### src/rtl/apb_master_bridge.sv
// APB3 requester: single-beat valid/ready commands become IDLE/SETUP/ACCESS transfers.
// Each finished or timed-out transfer returns one rsp_valid pulse.
module apb_master_bridge #(
    parameter int unsigned ADDR_WIDTH     = 8,
    parameter int unsigned DATA_WIDTH     = 8,
    parameter int unsigned TIMEOUT_CYCLES = 16
) (
    input  logic                  pclk,
    input  logic                  presetn,
    input  logic                  cmd_valid,
    output logic                  cmd_ready,
    input  logic                  cmd_write,
    input  logic [ADDR_WIDTH-1:0] cmd_addr,
    input  logic [DATA_WIDTH-1:0] cmd_wdata,
    output logic                  rsp_valid,
    output logic [DATA_WIDTH-1:0] rsp_rdata,
    output logic                  rsp_err,
    output logic                  rsp_timeout,
    output logic                  psel,
    output logic                  penable,
    output logic                  pwrite,
    output logic [ADDR_WIDTH-1:0] paddr,
    output logic [DATA_WIDTH-1:0] pwdata,
    input  logic [DATA_WIDTH-1:0] prdata,
    input  logic                  pready,
    input  logic                  pslverr
);

    localparam int unsigned CNT_W_RAW = $clog2(TIMEOUT_CYCLES + 1);
    localparam int unsigned CNT_W     = (CNT_W_RAW < 1) ? 1 : CNT_W_RAW;

    typedef enum logic [1:0] {
        S_IDLE   = 2'd0,
        S_SETUP  = 2'd1,
        S_ACCESS = 2'd2
    } state_e;

    state_e                  state_q, state_d;
    logic                    psel_q, psel_d;
    logic                    penable_q, penable_d;
    logic                    pwrite_q, pwrite_d;
    logic [ADDR_WIDTH-1:0]   paddr_q, paddr_d;
    logic [DATA_WIDTH-1:0]   pwdata_q, pwdata_d;
    logic                    rsp_valid_q, rsp_valid_d;
    logic [DATA_WIDTH-1:0]   rsp_rdata_q, rsp_rdata_d;
    logic                    rsp_err_q, rsp_err_d;
    logic                    rsp_timeout_q, rsp_timeout_d;
    logic [CNT_W-1:0]        cnt_q, cnt_d;
    logic                    timeout_hit;

    // A new command is taken in IDLE or on the completing ACCESS cycle only.
    assign cmd_ready   = (state_q == S_IDLE) || ((state_q == S_ACCESS) && pready);
    assign timeout_hit = (TIMEOUT_CYCLES != 0) && (cnt_q == CNT_W'(TIMEOUT_CYCLES - 1));

    always_comb begin
        state_d       = state_q;
        psel_d        = psel_q;
        penable_d     = penable_q;
        pwrite_d      = pwrite_q;
        paddr_d       = paddr_q;
        pwdata_d      = pwdata_q;
        rsp_valid_d   = 1'b0;
        rsp_rdata_d   = rsp_rdata_q;
        rsp_err_d     = rsp_err_q;
        rsp_timeout_d = rsp_timeout_q;
        cnt_d         = cnt_q;

        case (state_q)
            S_IDLE: begin
                if (cmd_valid) begin
                    pwrite_d  = cmd_write;
                    paddr_d   = cmd_addr;
                    pwdata_d  = cmd_wdata;
                    psel_d    = 1'b1;
                    penable_d = 1'b0;
                    cnt_d     = '0;
                    state_d   = S_SETUP;
                end
            end
            S_SETUP: begin
                penable_d = 1'b1;
                state_d   = S_ACCESS;
            end
            S_ACCESS: begin
                if (pready) begin
                    rsp_valid_d   = 1'b1;
                    rsp_err_d     = pslverr;
                    rsp_timeout_d = 1'b0;
                    rsp_rdata_d   = pwrite_q ? '0 : prdata;
                    penable_d     = 1'b0;
                    // Back-to-back: keep psel high and go straight to SETUP.
                    if (cmd_valid) begin
                        pwrite_d = cmd_write;
                        paddr_d  = cmd_addr;
                        pwdata_d = cmd_wdata;
                        psel_d   = 1'b1;
                        cnt_d    = '0;
                        state_d  = S_SETUP;
                    end else begin
                        psel_d  = 1'b0;
                        state_d = S_IDLE;
                    end
                end else if (timeout_hit) begin
                    psel_d        = 1'b0;
                    penable_d     = 1'b0;
                    rsp_valid_d   = 1'b1;
                    rsp_err_d     = 1'b1;
                    rsp_timeout_d = 1'b1;
                    rsp_rdata_d   = '0;
                    state_d       = S_IDLE;
                end else begin
                    cnt_d = cnt_q + CNT_W'(1);
                end
            end
            default: begin
                psel_d    = 1'b0;
                penable_d = 1'b0;
                state_d   = S_IDLE;
            end
        endcase
    end

    always_ff @(posedge pclk or negedge presetn) begin
        if (!presetn) begin
            state_q       <= S_IDLE;
            psel_q        <= 1'b0;
            penable_q     <= 1'b0;
            pwrite_q      <= 1'b0;
            paddr_q       <= '0;
            pwdata_q      <= '0;
            rsp_valid_q   <= 1'b0;
            rsp_rdata_q   <= '0;
            rsp_err_q     <= 1'b0;
            rsp_timeout_q <= 1'b0;
            cnt_q         <= '0;
        end else begin
            state_q       <= state_d;
            psel_q        <= psel_d;
            penable_q     <= penable_d;
            pwrite_q      <= pwrite_d;
            paddr_q       <= paddr_d;
            pwdata_q      <= pwdata_d;
            rsp_valid_q   <= rsp_valid_d;
            rsp_rdata_q   <= rsp_rdata_d;
            rsp_err_q     <= rsp_err_d;
            rsp_timeout_q <= rsp_timeout_d;
            cnt_q         <= cnt_d;
        end
    end

    assign psel        = psel_q;
    assign penable     = penable_q;
    assign pwrite      = pwrite_q;
    assign paddr       = paddr_q;
    assign pwdata      = pwdata_q;
    assign rsp_valid   = rsp_valid_q;
    assign rsp_rdata   = rsp_rdata_q;
    assign rsp_err     = rsp_err_q;
    assign rsp_timeout = rsp_timeout_q;

endmodule

### config.mk
export PLATFORM = sky130hd
export DESIGN_NAME = apb_master_bridge
export DESIGN_NICKNAME = d
export VERILOG_FILES = /design/src/rtl/apb_master_bridge.sv
export SDC_FILE = /design/constraint.sdc
export NUM_CORES = 1
export LEC_CHECK = 0
export CORE_UTILIZATION = 35
export CTS_CLUSTER_SIZE = 24
export DETAILED_ROUTE_END_ITERATION = 12
export PLACE_DENSITY = 0.73
export SYNTH_ARGS = -nofsm -noshare
export SYNTH_HDL_FRONTEND = slang
export SYNTH_SLANG_ARGS = --single-unit
### constraint.sdc
create_clock -name pclk -period 2.5 [get_ports pclk]
set_input_delay 0.375 -clock pclk [delete_from_list [all_inputs] [get_ports pclk]]
set_output_delay 0.375 -clock pclk [all_outputs]
set_load 0.01 [all_outputs]
== Yosys cells after proc, flatten, opt, wreduce, memory -nomap -nowiden ==
Index checks and enable logic that the tools add are counted.

* Reductions and logical operators: 10
* Mux-type cells: 35
* Equal/unequal tests: 7
* Add/sub/neg operators: 1
* Bitwise gates (word level): 1

{| class="wikitable"
|+ Operators with widths
! operator !! number
|-
| $mux W8 || 7
|-
| $pmux W8 S2 || 2
|-
| $mux W1 || 15
|-
| $mux W5 || 3
|-
| $pmux W5 S2 || 1
|-
| $reduce_and A2 Y1 || 4
|-
| $mux W2 || 3
|-
| $ne A3 B3 Y1 const B || 2
|-
| $pmux W1 S3 || 2
|-
| $pmux W2 S3 || 1
|-
| $add A5 B1 Y5 const B || 1
|-
| $eq A5 B4 Y1 const B || 1
|-
| $ne A2 B2 Y1 const B || 2
|-
| $reduce_bool A2 Y1 || 2
|-
| $reduce_and A3 Y1 || 1
|-
| $eq A2 B1 Y1 const B || 1
|-
| $eq A2 B2 Y1 const B || 1
|-
| $logic_not A2 Y1 || 1
|-
| $pmux W1 S2 || 1
|-
| $logic_and A1 B1 Y1 || 1
|-
| $logic_or A1 B1 Y1 || 1
|-
| $not A1 Y1 || 1
|}

* Output and inout bits: 31
* Flip-flop bits (word level): 37
* Word-level logic and storage cells: 65
* Bits of input ports: 30

== Depth between registers and ports, before layout ==
Gate-level depths: netlist (run 1).

* Word-level depth: 4
* Depth in mapped cells: 7
* Depth with buffers taken out: 6

== Worst setup path after synthesis (run 1) ==
Ideal clock, no wire load.

* Path type: register to register
* Start point: register cnt_q[0]
* End point: register cnt_q[3]
* Setup time: 125 ps
* Clock period less this slack: 1907 ps
* Slack: 593 ps
* Cell stages (with the launch flop): 8
* Buffers on the path: 1
* Data required time: 2375 ps
* Data arrival time: 1783 ps
* Cell sequence: dfrtp_1 ha_1 and3_1 ha_1 clkbuf_1 or4b_4 o21ai_1 a21oi_1

* Longest elaborated chain between the ends: 4
* Elaborated cells between the ends (all ways): 7
* Classes of those cells: add/sub (1); eq/ne (2); mux (3); reduce/logical (1)

{| class="wikitable"
|+ Ends and longest elaborated chain
! item !! RTL line !! source
|-
| start: declaration || 48 || <nowiki>logic [CNT_W-1:0] cnt_q, cnt_d;</nowiki>
|-
| start signal: assignment || 147 || <nowiki>cnt_q <= cnt_d;</nowiki>
|-
| $add A5 B1 Y5 || 112 || <nowiki>cnt_d = cnt_q + CNT_W'(1);</nowiki>
|-
| $mux W5 || 103 || <nowiki>end else if (timeout_hit) begin</nowiki>
|-
| $mux W5 || 85 || <nowiki>if (pready) begin</nowiki>
|-
| $pmux W5 S2 || 68 || <nowiki>case (state_q)</nowiki>
|}

Several ways; a longest one is shown, not always the timed one. The select of a mux whose other input is x is not followed.
A chain may end at the register's enable or synchronous reset.

== Worst setup path after layout (run 1) ==
Same ends and word-level chain as after synthesis.

==> results.sh, run 1 <==
export IMPL_p_sw_share_pct=28.1
export IMPL_synth_enable_flop_cells=0
export IMPL_top_usage_layer="met2"
export IMPL_cp_data_required_time_ns=2.67
export IMPL_drtAntennaViolNets=0
export IMPL_fin_cells=229
export IMPL_routed_wl_microns=3360
export IMPL_syn_avg_cell_area_sq_um=14.1
export IMPL_switchingPower_uw=560
export IMPL_slew_headroom_pct=46.4
export IMPL_h_tree_depth=2
export IMPL_n_antenna_cell=0
export IMPL_final_common_cell="clkdlybuf4s50_1"
export IMPL_antenna_found_initial=0
export IMPL_wl_per_cell_microns=14.7
export IMPL_place_hpwl_microns=2510
export IMPL_end_kind="register"
export IMPL_fp_dieW_microns=69.2
export IMPL_drive_gt1_share_pct=19.2
export IMPL_nNetsFinal=209
export IMPL_p_int_uw=1430
export IMPL_period_minus_slack_ns=1.97
export IMPL_fin_area_sq_um=2310
export IMPL_first_pass_iters=4
export IMPL_worst_slew_pin_slew_ns=0.805
export IMPL_routed_via_density=4.90
export IMPL_grt_max_degree=38
export IMPL_dieArea_sq_um=4790
export IMPL_routed_via_count=1122
export IMPL_grt_usage_pct=15.7
export IMPL_worst_slack_ns=0.528
export IMPL_fin_crit_sh_pct=78.9
export IMPL_crit_type="register to register"
export IMPL_worstHoldPathType="input pin to async pin"
export IMPL_cp_max_fo=8
export IMPL_arrival_ns=2.14
export IMPL_ys_warn_count=0
export IMPL_synth_nets=144
export IMPL_met2_usage_pct=26.0
export IMPL_setup_tns_ns=0
export IMPL_start_util_pct=36.4
export IMPL_synth_cell_types=35
export IMPL_cts_buffers=5
export IMPL_cts_tree="done"
export IMPL_root_buffer="clkbuf_8"
export IMPL_clkTransAtPathRegs_ns=0.07
export IMPL_grt_pass1_wl_microns=5880
export IMPL_timing_hold_violations_final=0
export IMPL_post_cts_buffers=0
export IMPL_grt_use_met1_pct=19.9
export IMPL_rrSetupSlack_ns=0.53
export IMPL_outcome="complete, no violations"
export IMPL_ys_flop_type="dfrtp_1"
export IMPL_setup_viol=0
export IMPL_synth_seq_cells=37
export IMPL_cap_viol_max_count=0
export IMPL_std_cell_rows=24
export IMPL_core_sq_um=4350
export IMPL_gpl_final_weighted_congestion=0.877
export IMPL_placed_cells=222
export IMPL_syn_inst=112
export IMPL_yosysSeqAreaShare_pct=58.5
export IMPL_syn_area_sq_um=1580
export IMPL_async_flop_share_pct=100
export IMPL_clkLatencyLatePin_ns=0.28
export IMPL_grt_overflow_total=0
export IMPL_fill_cells=353
export IMPL_ir_worst_vdd_uv=406
export IMPL_worstReg2RegStart="cnt_q[0]$_DFFE_PN0P_"
export IMPL_port_buffers=60
export IMPL_crit_path_start="cnt_q[0]$_DFFE_PN0P_"
export IMPL_first_iter_violations=51
export IMPL_clockBufferDepth=2
export IMPL_placed_area_sq_um=2220
export IMPL_grt_setup_unrepaired="false"
export IMPL_cts_sinks=37
export IMPL_syn_to_final_growth_pct=46.2
export IMPL_fmax_mhz=507
export IMPL_final_cell_mix="clkdlybuf4s50_1, dfrtp_1, mux2_4, mux2_2, a22o_1"
export IMPL_power_frac_clock_pct=21.0
export IMPL_drc_errors=0
export IMPL_post_place_ws_ns=0.491
export IMPL_cts_hold_buf=0
export IMPL_startpoint_type="register"
export IMPL_cts_resized=0
export IMPL_power_frac_comb_pct=35.6
export IMPL_grt_pass1_vias=1222
export IMPL_seqPwrFrac_pct=43.4
export IMPL_power_density_nw_per_um2=861
export IMPL_met3_usage_pct=3.92
export IMPL_io_pins=61
export IMPL_dieHeight_microns=69.2
export IMPL_slew_violations=0
export IMPL_p_leak_uw=0.00100
export IMPL_fin_skew_ns=0.00504
[cells by family (layout without fill, tap and decap cells)]
| family | Yosys count | after routing | synth area share [%] |
|---|---|---|---|
| DFF | 37 | 37 | 58.5 |
| AOI/OAI and AO/OA | 26 | 26 | 12.0 |
| muxes | 19 | 19 | 15.6 |
| and+or+nand+nor | 17 | 17 | 8.30 |
| buffers and inverters | 11 | 76 | 4.03 |
| adders and majority gates | 2 | 2 | 1.58 |
[synthesized netlist by cell type, types with 2 or more instances]
cell type / instances / area share (%)
a21oi_1: 5 / 1.6
ha_1: 2 / 1.6
a22oi_1: 2 / 0.95
inv_1: 5 / 1.2
nand2b_1: 2 / 0.79
o2bb2ai_1: 3 / 1.7
dfrtp_1: 37 / 58
o22ai_1: 2 / 0.79
o21ai_0: 2 / 0.63
mux2_2: 9 / 6.4
buf_2: 2 / 0.63
nor2_1: 3 / 0.71
a22o_1: 8 / 4.4
mux2_4: 9 / 8.5
[flip-flops by register name, indices dropped and copies added (netlist names)]
register / flops
paddr: 8
pwdata: 8
rsp_rdata: 8
cnt_q: 5
state_q: 2
penable: 1
psel: 1
pwrite: 1
rsp_err: 1
rsp_timeout: 1
rsp_valid: 1
[routing by layer]
| layer | vias up | wire, microns |
|---|---|---|
| met1 | 541 | 1420 |
| li1 | 535 | - |
| met4 | 0 | 51 |
| met3 | 6 | 160 |
| met5 | - | 0 |
| met2 | 40 | 1730 |
[worst max-delay path, cell delays in order (launching register included)]
cell     delay [ns]
dfrtp_1        0.43
ha_1           0.22
and3_1         0.18
ha_1           0.28
or4b_4         0.54
o21ai_1        0.14
a21oi_1        0.07
[path summary, 6_finish.rpt]
kind / end / depth (start not counted)
min reg2reg: cnt_q[4]$_DFFE_PN0P_ / 1
min in group pclk: cnt_q[4]$_DFFE_PN0P_ / 1
min: rsp_rdata[4]$_DFFE_PN0P_ / 1
max in group asynchronous: cnt_q[3]$_DFFE_PN0P_ / 1
max reg2reg: cnt_q[3]$_DFFE_PN0P_ / 6
max: cnt_q[3]$_DFFE_PN0P_ / 6
[layout make-up]
type                    instances  area, sq um  share of cell area [%]
flip-flops and latches         37          926                    40.0
repair buffers                 63          618                    26.7
multi-input cells              64          593                    25.6
clock buffers                   6         82.6                    3.57
well taps                      52         65.1                    2.81
inverters                       6         22.5                   0.973
clock inverters                 1         7.51                   0.324
[metrics by stage]
stage / total power (uW) / hold WS (ns) / utilization [%]
after floorplan: 1180 / 0.0794 / -
after global placement: 1570 / 0.473 / 51.1
after detailed placement: 1590 / 0.489 / 51.1
after CTS: 2020 / 0.207 / 53.2
after global routing: 2110 / 0.251 / 53.2
final: 1990 / 0.176 / 53.2
[power groups by stage]
stage / Clock [uW] / Sequential, uW / Combinational, uW
6_report: 419 / 865 / 709
4_1_cts: 433 / 866 / 718
3_5_place_dp: 0 / 872 / 716
2_1_floorplan: 0 / 924 / 256
5_1_grt: 463 / 890 / 755
3_3_place_gp: 0 / 868 / 699
(Power assumes the default switching activity.)
==> run 2, diff against run 1 <==
clock period = 1.9 ns   (was 2.5 ns; I/O delays follow)
==> run 2 against run 1 <==
Die area did not move. Routed wire length rose by 4.0%. Utilization grew 1.1 points. Hold slack worse by 0.090 ns. Critical path depth is 3 lower. Flip-flop and latch count unchanged.
==> results.sh, run 2 (same netlist as run 1, synthesis figures left out) <==
export IMPL_fin_crit_sh_pct=96.0
export IMPL_placed_cells=227
export IMPL_start_util_pct=36.4
export IMPL_worst_slew_pin_slew_ns=0.809
export IMPL_nNetsFinal=215
export IMPL_slowest_delay_ns=0.54
export IMPL_clkLatencyLatePin_ns=0.28
export IMPL_setup_tns_ns=0
export IMPL_first_iter_violations=58
export IMPL_arrival_ns=1.54
export IMPL_io_pins=61
export IMPL_grt_overflow_total=0
export IMPL_root_buffer="clkbuf_8"
export IMPL_final_cell_mix="clkdlybuf4s50_1, dfrtp_1, mux2_4, mux2_2"
export IMPL_grt_usage_pct=15.5
export IMPL_crit_slowest_cell="clkdlybuf4s50_1"
export IMPL_clockBufferDepth=2
export IMPL_ir_worst_vdd_uv=506
export IMPL_gpl_final_weighted_congestion=0.828
export IMPL_drive_gt1_share_pct=22.5
export IMPL_first_pass_iters=4
export IMPL_routed_via_density=4.97
export IMPL_p_leak_uw=0.00104
export IMPL_startpoint_type="register"
export IMPL_outcome="complete, no violations"
export IMPL_grt_max_degree=38
export IMPL_grt_pass1_vias=1293
export IMPL_finalCoreUtilization_pct=54.3
export IMPL_drc_errors=0
export IMPL_worstHoldPathType="input pin to async pin"
export IMPL_finalPower_uw=2610
export IMPL_syn_to_final_growth_pct=49.2
export IMPL_path_cells="nor2b_4 -> nor2_1 -> clkdlybuf4s50_1"
export IMPL_fill_cells=359
export IMPL_cts_tree="done"
export IMPL_grt_pass1_wl_microns=5930
export IMPL_cts_sinks=37
export IMPL_fp_dieW_microns=69.2
export IMPL_fin_skew_ns=0.00399
export IMPL_post_place_ws_ns=0.0239
export IMPL_std_cell_rows=24
export IMPL_clkTransAtPathRegs_ns=0.07
export IMPL_drtAntennaViolNets=0
export IMPL_cp_data_required_time_ns=1.62
export IMPL_timing_hold_violations_final=0
export IMPL_period_minus_slack_ns=1.82
export IMPL_cap_viol_max_count=0
export IMPL_end_kind="output pin"
export IMPL_slew_headroom_pct=46.1
export IMPL_worst_slack_ns=0.0767
export IMPL_n_antenna_cell=0
export IMPL_core_sq_um=4350
export IMPL_fin_cells=234
export IMPL_slew_violations=0
export IMPL_port_buffers=60
export IMPL_h_tree_depth=2
export IMPL_cts_buffers=5
export IMPL_setup_viol=0
export IMPL_grt_setup_unrepaired="false"
export IMPL_dieHeight_microns=69.2
export IMPL_power_density_nw_per_um2=1100
export IMPL_antenna_found_initial=0
export IMPL_final_common_cell="clkdlybuf4s50_1"
export IMPL_crit_type="register to output pin"
export IMPL_routed_wl_microns=3500
export IMPL_wl_per_cell_microns=14.9
export IMPL_place_hpwl_microns=2510
export IMPL_cts_hold_buf=0
export IMPL_routed_via_count=1163
export IMPL_dieArea_sq_um=4790
export IMPL_cp_max_fo=8
export IMPL_fmax_mhz=548
-- run 2: path summary, 6_finish.rpt --
| kind | from | endpoint | cells past startpoint | slack, ns |
|---|---|---|---|---|
| max | state_q[1]$_DFFE_PN0P_ | cmd_ready | 3 | 0.08 |
| min | presetn | rsp_rdata[2]$_DFFE_PN0P_ | 1 | 0.09 |
| max in group asynchronous | presetn | state_q[1]$_DFFE_PN0P_ | 1 | 1.25 |
| max reg2reg | cnt_q[0]$_DFFE_PN0P_ | cnt_q[3]$_DFFE_PN0P_ | 6 | 0.08 |
| min reg2reg | cnt_q[4]$_DFFE_PN0P_ | cnt_q[4]$_DFFE_PN0P_ | 1 | 0.49 |
| min in group pclk | pready | rsp_err$_DFFE_PN0P_ | 3 | 0.44 |
-- run 2: layout make-up --
cell class                      instances  area [sq um]  share of cell area [%]
Clock buffer                            5          68.8                    2.91
Clock inverter                          1          5.00                   0.212
Inverter                                6          22.5                   0.953
Multi-Input combinational cell         64           596                    25.2
Sequential cell                        37           927                    39.2
Tap cell                               52          65.1                    2.75
Timing Repair Buffer                   69           678                    28.7
-- run 2: per-stage QoR --
step	cell area [sq um]	hold slack (ns)
4_1_cts	2350	0.112
3_5_place_dp	2270	0.423
6_report	2360	0.0858
2_1_floorplan	1580	-0.0106
5_1_grt	2360	0.153
3_3_place_gp	2270	0.404
-- run 2: worst max-delay path: cells and delay by family (launching register included) --
family | cells | cell delay [ns]
simple gates | 2 | 0.26
buf+inv | 1 | 0.54
flops | 1 | 0.45
-- run 2: repair_timing --
| item | in CTS | in global routing |
|---|---|---|
| buffers inserted | 0 | 1 |
| gates resized for setup | 0 | 3 |
| setup endpoints to repair | 0 | 2 |
-- run 2: power breakdown --
group | switching (uW) | total, uW | internal [uW]
Clock | 259 | 500 | 241
Sequential | 137 | 1130 | 997
Combinational | 346 | 974 | 628
-- run 2: per-layer routing --
metal	vias up	track usage [%]	share of wire, %
met2	31	24.8	49
li1	540	-	-
met5	-	0	0
met1	583	20.2	45
met3	9	3.34	3.4
met4	0	7.03	2.4
==> run 3, diff against run 2 <==
CTS_BUF_LIST = sky130_fd_sc_hd__clkbuf_16   (was not set)
==> run 3 against run 2 <==
First-iteration DRC count increased by 64%. Maximum frequency up 0.44%. Sequential power hardly changed. Critical path type is now register to register. Sequential share of layout area decreased by 1.0 points. Clock-buffer cell count unchanged.
==> results.sh, run 3 (same netlist as run 1, synthesis figures left out) <==
export IMPL_cts_sinks=37
export IMPL_setup_viol=0
export IMPL_port_buffers=60
export IMPL_first_iter_violations=95
export IMPL_first_pass_iters=4
export IMPL_fill_cells=352
export IMPL_cap_viol_max_count=0
export IMPL_grt_use_met1_pct=20.0
export IMPL_grt_pass1_vias=1293
export IMPL_drive_gt1_share_pct=23.6
export IMPL_nNetsFinal=215
export IMPL_met2_usage_pct=24.7
export IMPL_std_cell_rows=24
export IMPL_io_pins=61
export IMPL_grt_overflow_total=0
export IMPL_top_usage_layer="met2"
export IMPL_setup_tns_ns=0
export IMPL_syn_to_final_growth_pct=53.2
export IMPL_slew_violations=0
export IMPL_dieArea_sq_um=4790
export IMPL_gpl_final_weighted_congestion=0.828
export IMPL_timing_hold_violations_final=0
export IMPL_cp_max_fo=4
export IMPL_period_minus_slack_ns=1.82
export IMPL_root_buffer="clkbuf_16"
export IMPL_cp_data_required_time_ns=2.06
export IMPL_antenna_found_initial=0
export IMPL_place_hpwl_microns=2510
export IMPL_clockBufferDepth=2
export IMPL_placed_cells=227
export IMPL_routed_via_count=1175
export IMPL_cts_tree="done"
export IMPL_grt_setup_unrepaired="false"
export IMPL_cts_buffers=5
export IMPL_final_cell_mix="clkdlybuf4s50_1, dfrtp_1, mux2_4, mux2_2"
export IMPL_routed_via_density=5.02
export IMPL_grt_pass1_wl_microns=5910
export IMPL_start_util_pct=36.4
export IMPL_fp_dieW_microns=69.2
export IMPL_fin_cells=234
export IMPL_startpoint_type="register"
export IMPL_finalCoreUtilization_pct=55.7
export IMPL_fmax_mhz=551
export IMPL_dieHeight_microns=69.2
export IMPL_power_density_nw_per_um2=1180
export IMPL_fin_crit_sh_pct=95.5
export IMPL_crit_type="register to register"
export IMPL_clkTransAtPathRegs_ns=0.05
export IMPL_outcome="complete, no violations"
export IMPL_drtAntennaViolNets=0
export IMPL_wl_per_cell_microns=14.9
export IMPL_n_antenna_cell=0
export IMPL_slew_headroom_pct=46.3
export IMPL_clkLatencyLatePin_ns=0.27
export IMPL_worst_slew_pin_slew_ns=0.805
export IMPL_final_common_cell="clkdlybuf4s50_1"
export IMPL_drc_errors=0
export IMPL_h_tree_depth=2
export IMPL_core_sq_um=4350
export IMPL_grt_max_degree=38
export IMPL_grt_usage_pct=15.6
export IMPL_arrival_ns=1.97
export IMPL_ir_worst_vdd_uv=569
export IMPL_met3_usage_pct=3.34
export IMPL_fin_skew_ns=0.00284
export IMPL_end_kind="register"
export IMPL_p_leak_uw=0.00106
export IMPL_routed_wl_microns=3490
export IMPL_worstHoldPathType="input pin to async pin"
run 3: cell counts in the layout (fill, tap and decap cells not counted):
Identical to the previous run, type by type.
run 3: layout make-up:
cell class	instances	area, sq um	share of cell area (%)
Inverter	6	22.5	0.929
Sequential cell	37	927	38.2
Clock inverter	1	5.00	0.206
Multi-Input combinational cell	64	602	24.8
Timing Repair Buffer	69	678	28.0
Tap cell	52	65.1	2.68
Clock buffer	5	125	5.16
run 3: final timing paths:
check,from,to,slack (ns),cells past startpoint
setup / recovery,cnt_q[0]$_DFFE_PN0P_,cnt_q[3]$_DFFE_PN0P_,0.08,6
hold / removal,presetn,rsp_rdata[2]$_DFFE_PN0P_,0.1,1
setup reg to reg,cnt_q[0]$_DFFE_PN0P_,cnt_q[3]$_DFFE_PN0P_,0.08,6
hold reg to reg,cnt_q[4]$_DFFE_PN0P_,cnt_q[4]$_DFFE_PN0P_,0.49,1
max in group asynchronous,presetn,state_q[1]$_DFFE_PN0P_,1.24,1
min in group pclk,pready,rsp_err$_DFFE_PN0P_,0.45,3
run 3: stage by stage:
stage          total power [uW]  cell area, sq um  hold slack (ns)  setup slack, ns
2_1_floorplan              1550              1580          -0.0106           0.0170
5_1_grt                    3020              2420            0.170           0.0210
6_report                   2870              2420           0.0973           0.0846
3_3_place_gp               2090              2270            0.404           0.0325
3_5_place_dp               2120              2270            0.423           0.0239
4_1_cts                    2900              2400            0.127           0.0382
run 3: layer usage:
| metal | vias up | share of wire [%] |
|---|---|---|
| li1 | 544 | - |
| met1 | 590 | 44 |
| met2 | 32 | 50 |
| met3 | 9 | 3.6 |
| met4 | 0 | 2.5 |
| met5 | - | 0 |
run 3: worst max-delay path, cell delays in order (launching register included):
cell	delay, ns
dfrtp_1	0.39
ha_2	0.19
and3_1	0.18
ha_2	0.18
or4b_4	0.56
o21ai_2	0.12
a21oi_1	0.07
run 3: what timing repair did:
action | 4_1_cts | 5_1_grt
gates resized for setup | 0 | 5
buffers inserted | 0 | 1
hold buffers | 0 | 0
endpoints found under the setup margin | 0 | 2
run 3: where the power goes:
group          switching, uW  internal, uW  total, uW
combinational            347           629        975
clock                    284           468        751
sequential               140           999       1140
total                    770          2090       2870
